**src/rtl/dmem_dma_copier.sv**
```systemverilog
// dmem_dma_copier: block copier that borrows the processor's data-memory port.
// Reads one word (READ), writes it back out (WRITE), repeats for len words,
// then pulses done. Port access is gated by a request/grant pair.
// Optional running checksum of copied words: define DMA_CHECKSUM_EN.
//
// state | meaning
// IDLE  | waiting for start, bus released
// READ  | requesting port, sampling m_rd at src_ptr when granted
// WRITE | requesting port, writing data_reg to dst_ptr when granted
// DONE  | one-cycle completion pulse, bus released
module dmem_dma_copier #(
  parameter int LEN_W    = 8,
  parameter int ADDR_INC = 4
) (
  input  logic             clk,
  input  logic             reset,
  input  logic             start,
  input  logic [31:0]      src,
  input  logic [31:0]      dst,
  input  logic [LEN_W-1:0] len,
  output logic             bus_req,
  input  logic             bus_gnt,
  output logic             m_we,
  output logic [31:0]      m_a,
  output logic [31:0]      m_wd,
  input  logic [31:0]      m_rd,
  output logic             busy,
  output logic             done,
  output logic             err,
  output logic [31:0]      checksum
);

  localparam logic [31:0] INC = 32'(ADDR_INC);

  typedef enum logic [1:0] {
    S_IDLE  = 2'd0,
    S_READ  = 2'd1,
    S_WRITE = 2'd2,
    S_DONE  = 2'd3
  } state_t;

  state_t           state_q, state_d;
  logic [31:0]      src_ptr_q, src_ptr_d;
  logic [31:0]      dst_ptr_q, dst_ptr_d;
  logic [LEN_W-1:0] count_q, count_d;
  logic [31:0]      data_q, data_d;
  logic             err_q, err_d;
  logic             aligned;

  assign aligned = (src[1:0] == 2'b00) && (dst[1:0] == 2'b00);

  // State and datapath registers; reset abandons any transfer in flight.
  always_ff @(posedge clk or negedge reset) begin
    if (!reset) begin
      state_q   <= S_IDLE;
      src_ptr_q <= '0;
      dst_ptr_q <= '0;
      count_q   <= '0;
      data_q    <= '0;
      err_q     <= 1'b0;
    end else begin
      state_q   <= state_d;
      src_ptr_q <= src_ptr_d;
      dst_ptr_q <= dst_ptr_d;
      count_q   <= count_d;
      data_q    <= data_d;
      err_q     <= err_d;
    end
  end

  // Next-state, datapath updates and bus outputs (bus outputs are zero unless requesting).
  always_comb begin
    state_d   = state_q;
    src_ptr_d = src_ptr_q;
    dst_ptr_d = dst_ptr_q;
    count_d   = count_q;
    data_d    = data_q;
    err_d     = err_q;
    bus_req   = 1'b0;
    m_we      = 1'b0;
    m_a       = '0;
    m_wd      = '0;
    done      = 1'b0;
    case (state_q)
      S_IDLE: begin
        if (start) begin
          if (aligned) begin
            src_ptr_d = src;
            dst_ptr_d = dst;
            count_d   = len;
            err_d     = 1'b0;
            state_d   = (len != '0) ? S_READ : S_DONE;
          end else begin
            // Misaligned request: flag it and finish without touching the bus.
            err_d   = 1'b1;
            state_d = S_DONE;
          end
        end
      end
      S_READ: begin
        bus_req = 1'b1;
        m_a     = src_ptr_q;
        if (bus_gnt) begin
          data_d  = m_rd;
          state_d = S_WRITE;
        end
      end
      S_WRITE: begin
        bus_req = 1'b1;
        m_a     = dst_ptr_q;
        m_wd    = data_q;
        m_we    = bus_gnt;
        if (bus_gnt) begin
          src_ptr_d = src_ptr_q + INC;
          dst_ptr_d = dst_ptr_q + INC;
          count_d   = count_q - LEN_W'(1);
          state_d   = (count_q == LEN_W'(1)) ? S_DONE : S_READ;
        end
      end
      S_DONE: begin
        done    = 1'b1;
        state_d = S_IDLE;
      end
      default: state_d = S_IDLE;
    endcase
  end

  assign busy = (state_q != S_IDLE);
  assign err  = err_q;

`ifdef DMA_CHECKSUM_EN
  logic [31:0] csum_q, csum_d;

  // Accumulate every word actually written; cleared when a new start is taken.
  always_comb begin
    csum_d = csum_q;
    if ((state_q == S_IDLE) && start) begin
      csum_d = '0;
    end else if ((state_q == S_WRITE) && bus_gnt) begin
      csum_d = csum_q + data_q;
    end
  end

  // Checksum register.
  always_ff @(posedge clk or negedge reset) begin
    if (!reset) begin
      csum_q <= '0;
    end else begin
      csum_q <= csum_d;
    end
  end

  assign checksum = csum_q;
`else
  assign checksum = '0;
`endif

endmodule

```
**config.mk**
```make
export PLATFORM = sky130hd
export DESIGN_NAME = dmem_dma_copier
export DESIGN_NICKNAME = d
export VERILOG_FILES = /design/src/rtl/dmem_dma_copier.sv
export SDC_FILE = /design/constraint.sdc
export NUM_CORES = 1
export LEC_CHECK = 0
export BUFFER_PORTS_ARGS = -buffer_cell sky130_fd_sc_hd__buf_2
export CORE_UTILIZATION = 40
export DETAILED_ROUTE_END_ITERATION = 10
export PLACE_DENSITY = 0.68
export SLEW_MARGIN = 20
export SYNTH_ARGS = -nofsm -noshare
export SYNTH_HDL_FRONTEND = slang
export SYNTH_SLANG_ARGS = --single-unit
```
**constraint.sdc**
```tcl
create_clock -name clk -period 2.05 [get_ports clk]
set_clock_uncertainty 0.2 [all_clocks]
set_input_delay 0.3075 -clock clk [delete_from_list [all_inputs] [get_ports clk]]
set_output_delay 0.3075 -clock clk [all_outputs]
set_load 0.03 [all_outputs]
```
==> impl_metrics.tcl <==
set metrics [dict create \
    tritoncts "built" \
    failed_checks "negative hold slack, negative setup slack" \
    route.final.wire_length_um 29870 \
    route.vias.total 8075 \
    number_of_setup_violations_in_the_final_report 124 \
    ys_async_sr_fraction_pct 100.0 \
    grt_overflow_total 0 \
    fp.dieW_um 133.6 \
    worstSetupStartpointType "flip-flop" \
    fin_tns_setup_ns -19.96 \
    final_antenna_net_count 0 \
    status "finished, violations left" \
    detailedPlacementHpwl_um 17850 \
    number_of_global_route_vias_before_repair 7917 \
    synth_compound_gate_area_share_pct 22.68 \
    synth.mux.area_fraction_pct 7.102 \
    library_cells_used_by_synthesis 60 \
    fillers 1169 \
    ys_ff_latch 107 \
    detailedRoute.firstIterationViolations 678 \
    cts_num_sinks 107 \
    worstPathMaxFanout 7 \
    synth_top_family_by_area "compound AO/OA/AOI/OAI gates" \
    crit_path_kind "reg2out" \
    r2r-end "src_ptr_q[10]$_DFFE_PN0P_" \
    final.min_clock_period_ns 2.357 \
    layout_setup_ws_ns -0.3071 \
    clk_path_buf_depth 2 \
    number_of_antenna_violations_at_the_first_check_in_global_routing 1 \
    syn_inst 770 \
    worst-r2r-cell-count 10 \
    total_nets_final 1262 \
    max_freq_mhz 424.3 \
    synth_simple_gate_area_share_pct 22.35 \
    cts-root-buf "sky130_fd_sc_hd__clkbuf_16" \
    power_per_cell_area_nw_per_um2 1730 \
    yosys.area_share.xor_xnor_pct 0.1265 \
    clk_transition_reported_paths_ns 0.08 \
    synth-edff-count 0 \
    worst-r2r-setup-slack_ns -0.28 \
    critical_path.endpoint_type "output port" \
    r2r_start "state_q[1]$_DFFE_PN0P_" \
    worst_setup_path_startpoint "state_q[0]$_DFFE_PN0P_" \
    start_util_pct 41.31 \
    die_h_um 133.6 \
    buffer_ports.inserted 176 \
    design.die.area_sq_um 17840 \
    top_level_ports 209 \
    grt_pass1_wl_um 42940 \
    ir_drop_v 0.001051 \
    cts-htree-levels 3 \
    detailedRoute.firstPassIterationCount 5 \
    layout_worst_path_cycle_share_pct 115.0 \
    post-route-drc-count 0 \
    insertion_delay_ns 0.38 \
    placement_rows 47 \
    worst_ep_required_time_ns 1.54 \
    post-place-ws_ns -0.1419 \
    number_of_pins_with_negative_max_slew_slack_in_the_final_report 0 \
    post_synth.cell_area_avg_sq_um 8.992 \
    fin_util_pct 70.28 \
    groute.usage.overall_pct 31.10 \
    worstHoldPathType "in2reg" \
    synth_area_sq_um 6924 \
    holdWs_ns -0.002805 \
    yosys_warnings 0 \
    worstSetupEndpoint "m_a[8]" \
    yosysSeqAreaShare_pct 38.67 \
    critPathArrivalTime_ns 1.85 \
    grt_setup_unrepaired "yes" \
    ys_flop_type "sky130_fd_sc_hd__dfrtp_1" \
    report.final.hold_viol_count 1 \
    worst-slew-pin-transition_ns 0.5188 \
    drt-wirelength-per-cell_um 21.79 \
    place.gp.congestion 0.9278 \
    maxCapViolations 0 \
    relative_slew_margins_pct 65.41 \
    leakage_power_figure_nw 5.252 \
    tritoncts.num_buffers 9 \
    layout-area-overhead-vs-synth_pct 70.11 \
    drt-vias-per-instance 5.890 \
    grt_start_max_net_pins 35 \
    core_area_sq_um 16760 \
    post_route_cells_drive_above_1_share_pct 51.91 \
    yosys.area_share.adder_pct 1.626 \
]
==> how the worst min path moves through the flow <==
stage                 start                         to  slack (ns)  depth (start not counted)
finish              src[17]  src_ptr_q[17]$_DFFE_PN0P_      -0.003                          3
global route        src[10]  src_ptr_q[10]$_DFFE_PN0P_       0.008                          2
CTS                  dst[4]   dst_ptr_q[4]$_DFFE_PN0P_       0.001                          3
detailed placement    reset  dst_ptr_q[21]$_DFFE_PN0P_        0.11                          1
global placement      reset  dst_ptr_q[21]$_DFFE_PN0P_        0.11                          1
floorplan             reset     count_q[0]$_DFFE_PN0P_       -0.19                          0
==> Yosys cell counts, types with 3 or more instances <==
cell | number | share of area (%)
sky130_fd_sc_hd__o22ai_1 | 26 | 2.3
sky130_fd_sc_hd__nand2_1 | 49 | 2.7
sky130_fd_sc_hd__a22o_1 | 14 | 1.8
sky130_fd_sc_hd__a32oi_1 | 9 | 1.1
sky130_fd_sc_hd__ha_1 | 9 | 1.6
sky130_fd_sc_hd__nor2b_1 | 31 | 2.8
sky130_fd_sc_hd__buf_4 | 32 | 3.5
sky130_fd_sc_hd__a22oi_1 | 32 | 3.5
sky130_fd_sc_hd__a21boi_0 | 4 | 0.43
sky130_fd_sc_hd__buf_1 | 5 | 0.27
sky130_fd_sc_hd__nor4_2 | 3 | 0.54
sky130_fd_sc_hd__and3_1 | 11 | 0.99
sky130_fd_sc_hd__nor4_1 | 9 | 0.81
sky130_fd_sc_hd__clkbuf_1 | 39 | 2.1
sky130_fd_sc_hd__inv_1 | 11 | 0.60
sky130_fd_sc_hd__nor4_4 | 3 | 0.92
sky130_fd_sc_hd__nand3_1 | 34 | 2.5
sky130_fd_sc_hd__o31ai_1 | 7 | 0.76
sky130_fd_sc_hd__and4_1 | 9 | 1.1
sky130_fd_sc_hd__mux2i_1 | 12 | 1.7
sky130_fd_sc_hd__nor2_1 | 31 | 1.7
sky130_fd_sc_hd__a31oi_1 | 16 | 1.4
sky130_fd_sc_hd__nand4_1 | 22 | 2.0
sky130_fd_sc_hd__nor3_1 | 10 | 0.72
sky130_fd_sc_hd__a211oi_1 | 3 | 0.33
sky130_fd_sc_hd__a2bb2oi_1 | 3 | 0.38
sky130_fd_sc_hd__and2_1 | 36 | 3.3
sky130_fd_sc_hd__o221a_2 | 3 | 0.49
sky130_fd_sc_hd__mux2_2 | 33 | 5.4
sky130_fd_sc_hd__a21o_1 | 11 | 1.2
sky130_fd_sc_hd__a21oi_1 | 50 | 3.6
sky130_fd_sc_hd__or3_1 | 3 | 0.27
sky130_fd_sc_hd__o21ai_0 | 44 | 3.2
sky130_fd_sc_hd__buf_2 | 12 | 0.87
sky130_fd_sc_hd__o2bb2ai_1 | 5 | 0.63
sky130_fd_sc_hd__or4_1 | 7 | 0.76
sky130_fd_sc_hd__dfrtp_1 | 107 | 39
==> metal layers <==
metal  GRT usage (%)  part of all wire, %  wire length [um]  vias to the layer above
li1                -                    -                 -                     3588
met1           38.38                   37             11090                     3871
met2           50.58                   48             14430                      516
met3           7.725                  9.9              2955                      100
met4           15.40                  4.7              1389                        0
met5               0                    0                 0                        -
==> repair_timing <==
item	CTS	global route
setup buffers	34	15
hold buffers	45	0
endpoints found under the hold margin	75	0
pin swaps	42	17
setup endpoints to repair	123	160
resized for setup	200	157
cloned	11	4
==> layout by cell type, fill, tap and decap left out, types with 17 or more instances in the layout <==
cell                              n
sky130_fd_sc_hd__nand2_1         41
sky130_fd_sc_hd__a21oi_1         42
sky130_fd_sc_hd__nor2_1          27
sky130_fd_sc_hd__o21ai_0         34
sky130_fd_sc_hd__dlygate4sd3_1   45
sky130_fd_sc_hd__and2_4          26
sky130_fd_sc_hd__buf_4          140
sky130_fd_sc_hd__conb_1          32
sky130_fd_sc_hd__dfrtp_1        107
sky130_fd_sc_hd__o22ai_2         17
sky130_fd_sc_hd__nand3_1         33
sky130_fd_sc_hd__buf_2          110
sky130_fd_sc_hd__buf_6           95
sky130_fd_sc_hd__a22oi_2         31
sky130_fd_sc_hd__mux2_2          33
sky130_fd_sc_hd__nand4_1         22
==> state kept, by name, indices dropped and copies added, names as in the netlist <==
name,count
data_q,32
dst_ptr_q,32
count_q,8
err,1
src_ptr_q,32
state_q,2
==> critical path, cell delays in order, from the launching register on <==
cell	delay (ns)
sky130_fd_sc_hd__dfrtp_1	0.39
sky130_fd_sc_hd__inv_2	0.08
sky130_fd_sc_hd__buf_6	0.12
sky130_fd_sc_hd__ha_4	0.34
sky130_fd_sc_hd__buf_12	0.16
sky130_fd_sc_hd__a21boi_4	0.22
sky130_fd_sc_hd__buf_6	0.15
==> cells by family after synthesis <==
logic type                 after synthesis
buffers and inverters                  100
muxes                                   45
xor gates and xnor gates                 1
DFF                                    107
and+or+nand+nor                        269
adders and majority gates                9
other                                    1
AOI/OAI and AO/OA                      238
==> stage by stage <==
| stage | power [W] | cell area [sq um] | hold WS, ns | std cells |
|---|---|---|---|---|
| CTS | 0.01829 | 11090 | 0.001117 | 1353 |
| finish | 0.02037 | 11780 | -0.002805 | 1371 |
| global placement | 0.01351 | 9062 | 0.1135 | 1247 |
| global route | 0.02127 | 11780 | 0.007979 | 1370 |
| detailed placement | 0.01369 | 9062 | 0.1126 | 1247 |
| floorplan | 0.01003 | 7242 | -0.1881 | 801 |
==> power breakdown <==
group          total, W  internal (W)  switching [W]  leakage, nW
sequential      0.00409       0.00316       0.000929         1.25
combinational    0.0143       0.00709        0.00721         3.83
clock           0.00198       0.00101       0.000976        0.164
==> area by class of cell <==
type,instances,area [sq um],area share [%]
timing repair buffer,421,3810,32.35
clock buffer,9,225.2,1.912
clock inverter,7,112.6,0.9560
tap,220,275.3,2.337
sequential,107,2678,22.73
antenna,1,2.502,0.02124
multi-input combinational,595,4624,39.26
inverter,11,51.30,0.4355
Power figures use the tool's default switching activity.
